<file path="config.mk">
export PLATFORM = sky130hd
export DESIGN_NAME = serial_sub_seq
export DESIGN_NICKNAME = d
export VERILOG_FILES = /design/src/rtl/serial_sub_pkg.sv /design/src/rtl/fullsub_cell.sv /design/src/rtl/serial_sub_seq.sv
export SDC_FILE = /design/constraint.sdc
export NUM_CORES = 1
export LEC_CHECK = 0
export ABC_AREA = 1
export CORE_UTILIZATION = 51
export CTS_BUF_LIST = sky130_fd_sc_hd__clkbuf_4 sky130_fd_sc_hd__clkbuf_8
export CTS_CLUSTER_DIAMETER = 120
export DETAILED_ROUTE_END_ITERATION = 7
export PLACE_DENSITY_LB_ADDON = 0.15
export SYNTH_ARGS = -nofsm -noshare
export SYNTH_HDL_FRONTEND = slang
export SYNTH_SLANG_ARGS = --single-unit
</file>
<file path="constraint.sdc">
create_clock -name clk -period 1.5 [get_ports clk]
set_input_delay 0.3 -clock clk [delete_from_list [all_inputs] [get_ports clk]]
set_output_delay 0.3 -clock clk [all_outputs]
set_load 0.02 [all_outputs]
</file>
<file path="src/rtl/serial_sub_pkg.sv">
// Shared types for the bit-serial subtractor: FSM state encoding and default width.
package serial_sub_pkg;
  localparam int WIDTH_DEF = 8;

  typedef enum logic [1:0] {
    IDLE = 2'd0,
    RUN  = 2'd1,
    DONE = 2'd2
  } state_t;
endpackage

</file>
<file path="src/rtl/fullsub_cell.sv">
// One-bit full subtractor: d = a - b - bin, bout is the borrow out of this bit.
module fullsub_cell (
  input  logic a,
  input  logic b,
  input  logic bin,
  output logic d,
  output logic bout
);
  assign d    = a ^ b ^ bin;
  assign bout = (~a & b) | (~(a ^ b) & bin);
endmodule

</file>
<file path="src/rtl/serial_sub_seq.sv">
// Bit-serial WIDTH-bit subtractor, LSB-first, one bit per clock, valid/ready on both sides.
// Optional Zero flag output is enabled by defining SERIAL_SUB_ZERO_EN.
module serial_sub_seq
  import serial_sub_pkg::*;
#(
  parameter int WIDTH = WIDTH_DEF
) (
  input  logic             clk,
  input  logic             rst_n,
  input  logic             in_valid,
  output logic             in_ready,
  input  logic [WIDTH-1:0] A,
  input  logic [WIDTH-1:0] B,
  output logic             out_valid,
  input  logic             out_ready,
  output logic [WIDTH-1:0] Diff,
  output logic             Borrow,
  output logic             busy,
`ifdef SERIAL_SUB_ZERO_EN
  output logic             Zero,
`endif
  output state_t           dbg_state
);
  // Handshakes: a transfer occurs on a rising edge where valid and ready are both high;
  // the producer holds data stable while valid is high and ready is low.
  localparam int CW = (WIDTH > 1) ? $clog2(WIDTH) : 1;
  localparam logic [CW-1:0] LAST = CW'(WIDTH - 1);

  state_t          state, state_nxt;
  logic [WIDTH-1:0] a_sh, b_sh, diff_sh;
  logic [CW-1:0]    bit_cnt;
  logic             borrow_r;
  logic             cell_d, cell_bo;

  fullsub_cell u_cell (
    .a   (a_sh[0]),
    .b   (b_sh[0]),
    .bin (borrow_r),
    .d   (cell_d),
    .bout(cell_bo)
  );

  always_ff @(posedge clk or negedge rst_n) begin
    if (!rst_n) state <= IDLE;
    else        state <= state_nxt;
  end

  always_comb begin
    state_nxt = state;
    case (state)
      IDLE:    if (in_valid) state_nxt = RUN;
      RUN:     if (bit_cnt == LAST) state_nxt = DONE;
      DONE:    if (out_ready) state_nxt = IDLE;
      default: state_nxt = IDLE;
    endcase
  end

  always_ff @(posedge clk or negedge rst_n) begin
    if (!rst_n) begin
      a_sh     <= '0;
      b_sh     <= '0;
      diff_sh  <= '0;
      bit_cnt  <= '0;
      borrow_r <= 1'b0;
    end else begin
      case (state)
        IDLE: if (in_valid) begin
          a_sh     <= A;
          b_sh     <= B;
          diff_sh  <= '0;
          bit_cnt  <= '0;
          borrow_r <= 1'b0;
        end
        RUN: begin
          // Result bits enter at the MSB so after WIDTH shifts bit 0 holds the first difference bit.
          a_sh     <= {1'b0, a_sh[WIDTH-1:1]};
          b_sh     <= {1'b0, b_sh[WIDTH-1:1]};
          diff_sh  <= {cell_d, diff_sh[WIDTH-1:1]};
          borrow_r <= cell_bo;
          bit_cnt  <= bit_cnt + CW'(1);
        end
        default: ;
      endcase
    end
  end

`ifdef SERIAL_SUB_ZERO_EN
  logic zero_r;
  always_ff @(posedge clk or negedge rst_n) begin
    if (!rst_n)                          zero_r <= 1'b0;
    else if (state == IDLE && in_valid)  zero_r <= 1'b1;
    else if (state == RUN && cell_d)     zero_r <= 1'b0;
  end
  assign Zero = zero_r;
`endif

  assign in_ready  = (state == IDLE);
  assign busy      = (state == RUN);
  assign out_valid = (state == DONE);
  assign Diff      = diff_sh;
  assign Borrow    = borrow_r;
  assign dbg_state = state;
endmodule

</file>
== Word-level counts from Yosys, hierarchy flattened ==
Cells that the tools add are included.
Word-level totals
  register bits after elaboration: 30
  output and inout bits: 14
  word-level logic and storage cells: 38
Cells by class
  add/sub/neg operators: 1
  equality and inequality tests: 6
  multiplexer cells: 14
  bitwise logic cells: 7
  reduce and logical (&&, ||, !) cells: 4
Operator list (number)
  8-bit case mux with 2 select lines: 3
  8-bit two-way mux: 3
  2-bit two-way mux: 3
  2-bit case mux with 3 select lines: 1
  3-bit case mux with 2 select lines: 1
  2-bit by 1-bit != test with 1-bit output, second input constant: 2
  3-bit by 1-bit adder with 3-bit output, second input constant: 1
  3-bit == test, second input constant: 1
  3-bit two-way mux: 1
  3-bit AND reduction: 1
  1-bit AND: 2
  2-bit by 1-bit == test with 1-bit output, second input constant: 1
  2-bit == test, second input constant: 1
  2-bit zero test: 1
  2-bit != test, second input constant: 1
  1-bit inverter: 2
  1-bit case mux with 2 select lines: 1
  2-bit AND reduction: 1
  2-bit nonzero test: 1
  1-bit XOR: 2
  1-bit two-way mux: 1
  1-bit bitwise OR: 1

== Logic depth before layout (Yosys ltp) ==
  depth after elaboration: 5
  depth in mapped cells: 6

== Modules after synthesis ==
Synthesis repeated with hierarchy kept, for this count alone.
Second synthesis, totals
  cell total of the unflattened synthesis: 191
  area total of the unflattened synthesis: 1466.4 um2
Modules (own cells, without submodules)
  serial_sub_seq: times used 1, cells an instance 187, area an instance 1435.1 um2
  fullsub_cell: times used 1, cells an instance 4, area an instance 31.3 um2

== Worst setup path after synthesis ==
No wires, ideal clock.
  path type: reg-to-output
  start point: reg state[0] (netlist: dbg_state[0])
  end point: out out_valid
  arrival: 1.144 ns
  slack: 0.056 ns
  stages on the path, launching flop included: 4
  path through: dfrtp_1 > buf_6 > buf_2 > nor2_1
Between the ends
  cells in the longest elaborated chain, start to end: 1
Ends and longest elaborated chain
  start, declared: line serial_sub_seq.sv:29  | state_t state, state_nxt;
  start signal, assigned: line serial_sub_seq.sv:45  | else state <= state_nxt;
  2-bit == test: line serial_sub_seq.sv:99  | assign out_valid = (state == DONE);
  end, declared: line serial_sub_seq.sv:14  | output logic out_valid,
No other way between the ends.

== Final worst setup path ==
  start point: reg state[0] (netlist: dbg_state[0])
  end point: out in_ready
Between the ends
  cells in the longest elaborated chain, start to end: 1
Ends and longest elaborated chain
  2-bit zero test: line serial_sub_seq.sv:97  | assign in_ready = (state == IDLE);
  end, declared: line serial_sub_seq.sv:11  | output logic in_ready,
No other way between the ends.

==> results.toml <==
[status]
status = "finished clean"

[floorplan]
fp.coreArea_mm2 = 0.00273
die_h_um = 55.6
die-area_mm2 = 0.00310
num_rows = 19
ios = 34
initial_core_util_pct = 53.7
fp.dieW_um = 55.6

[finish]
nFillCells = 232
layout_common_cells = "nand2_1, dfrtp_1, inv_1, clkdlybuf4s50_1, nand3_1"
drive_above_1_share_pct = 12.1
utilization_pct = 70.8
fin_nets = 255
layout_commonest_cell = "nand2_1"
multi_input_area_um2 = 552
area_growth_pct = 31.9
antenna_cells = 0
ff_latch_area_um2 = 751

[synth]
synth_nets = 212
synth.top_cell.area_share_pct = 51.2
ys_seq_area_share_pct = 51.2
synth_top_cell_by_area = "dfrtp_1"
syn_inst = 189
syn_area_mm2 = 0.00147
synth-seq-cells = 30
synth_edf_count = 0
ys.flop_type = "dfrtp_1"
syn_area_per_cell_um2 = 7.77
yosysWarnings = 0
netlist-cell-type-count = 19
synth_area_leaders = "dfrtp_1, nand2_1, inv_1"
synthArstFlopShare_pct = 100

[setup_path]
critPathArrivalTime_ns = 1.18
path_cells = "buf_4 > nor2_2 > buf_4"
worst-path-max-fanout = 5
critical_path.max_stage_delay_ns = 0.39
cp-end-kind = "primary output"
r2r_cells = 6
path_common_cell = "buf_4"
critPathTopFamily = "flip-flops"
crit_cells = 3
cp.buffers_inverters = 2
path_class = "reg2out"
cp-start-kind = "flop"
crit_slowest_cell = "dfrtp_1"
crit_required_ns = 1.20

[clocking]
cts_max_level = 2
cts_tree = "built"
cts.sinks = 30
clk_path_buf_depth = 2
clk_pin_slew_worst_paths_ns = 0.09
numCtsBuffers = 5
root_buffer = "clkbuf_4"
insertion_delay_ns = 0.33

[timing]
tightestPinTransition_ns = 0.386
fmax_mhz = 674
rsz0062_at_grt = "true"
fin_tns_setup_ns = 0
finalCriticalPeriod_ns = 1.48
setup_viol = 0
skew_ns = 0.00638
hold_viol = 0
relSlewSlack_pct = 74.3
slew_viol_final = 0
fin_crit_sh_pct = 98.9

[routing]
route.detailed.drc = 0
initialDrtViolationCount = 42
wirelength_um = 3020
dr.pass1.iters = 4
vias_per_cell = 4.86
met1_length_um = 1350
wl_met3_um = 162
wire_per_inst_um = 11.5
ant_nets = 0
top_layer = "met4"
vias = 1278
wl_met2_um = 1450

[power]
power_density_mw_per_mm2 = 2020
p_leak_nw = 1.11
power_mw = 3.92
peakVddDrop_mv = 1.42

[place]
io_buffers = 33
gp_congestion = 0.756
place_hpwl_um = 2140

[global_routing]
grt.overflow.total = 0
antenna_found_initial = 0
grt_max_degree = 31
grt_pass1_wl_um = 5310
grt_usage_pct = 22.7
grt_pass1_vias = 1214

[hold_path]
hold_path_class = "in2async"

[run]
drv_cap = 0
==> timing repair <==
action	in CTS	in global routing
setup buffers	1	0
endpoints found under the setup margin	14	11
hold buffers	0	0
gates resized for setup	25	4
pin swaps	0	0
endpoints found under the hold margin	0	0
==> worst paths after layout <==
kind	startpoint	end	slack [ns]
worst max-delay path	dbg_state[0]	in_ready	0.02
worst min-delay path	rst_n	a_sh[7]	0.35
worst max register to register	dbg_state[0]	b_sh[5]	0.18
worst min register to register	Diff[0]	Diff[0]	0.48
max in group asynchronous	rst_n	a_sh[2]	0.87
min in group clk	Diff[0]	Diff[0]	0.48
==> layout make-up <==
| class | count | area share, % |
|---|---|---|
| Clock inverter | 1 | 1.55 |
| Tap cell | 31 | 2.00 |
| Sequential cell | 30 | 38.8 |
| Clock buffer | 6 | 2.65 |
| Timing Repair Buffer | 43 | 20.5 |
| Multi-Input combinational cell | 121 | 28.5 |
| Inverter | 31 | 6.01 |
==> layer usage <==
layer	up-vias	global-route usage [%]
met5	-	0
met4	0	7.14
met1	592	27.9
li1	644	-
met3	9	8.37
met2	33	37.2
==> worst register-to-register path: cells and delay by family (launching register included) <==
| kind | cells | cell delay [ns] |
|---|---|---|
| buffers and inverters | 2 | 0.32 |
| DFF | 1 | 0.39 |
| and+or+nand+nor | 4 | 0.52 |
==> report_power, final <==
part | total [mW] | internal (mW) | switching (mW) | leakage, nW
clock | 0.663 | 0.388 | 0.275 | 0.0443
sequential | 1.41 | 1.18 | 0.228 | 0.373
combinational | 1.85 | 0.759 | 1.09 | 0.688
total | 3.92 | 2.33 | 1.59 | 1.11
==> cells by family after synthesis <==
| kind of cell | after synthesis | synth area share [%] |
|---|---|---|
| AND/OR/NAND/NOR | 111 | 30.9 |
| buffers and inverters | 38 | 11.8 |
| flip-flops | 30 | 51.2 |
| AO/OA/AOI/OAI | 7 | 3.07 |
| adder cells (fa/ha/maj) | 3 | 3.07 |
==> through the flow <==
step / area (um2) / hold slack [ns] / setup slack [ns] / instances
final: 1940 / 0.348 / 0.0166 / 263
after detailed placement: 1860 / 0.465 / -0.0667 / 255
after global placement: 1860 / 0.453 / -0.0502 / 255
after global routing: 1940 / 0.389 / -0.0211 / 263
after floorplan: 1470 / 0.00441 / 0.0556 / 189
after CTS: 1930 / 0.357 / 0.00627 / 263
==> synth_stat cells (2+ instances only) <==
library cell / n
buf_2: 3
buf_6: 3
dfrtp_1: 30
ha_1: 2
inv_1: 29
inv_2: 2
nand2_1: 89
nand3_1: 16
nor2_1: 3
o21ai_0: 3
==> state kept, by name (all words and copies together), names as in the netlist <==
| register | cells |
|---|---|
| Borrow | 1 |
| dbg_state | 2 |
| a_sh | 8 |
| bit_cnt | 3 |
| b_sh | 8 |
| Diff | 8 |
(Power assumes the default switching activity.)
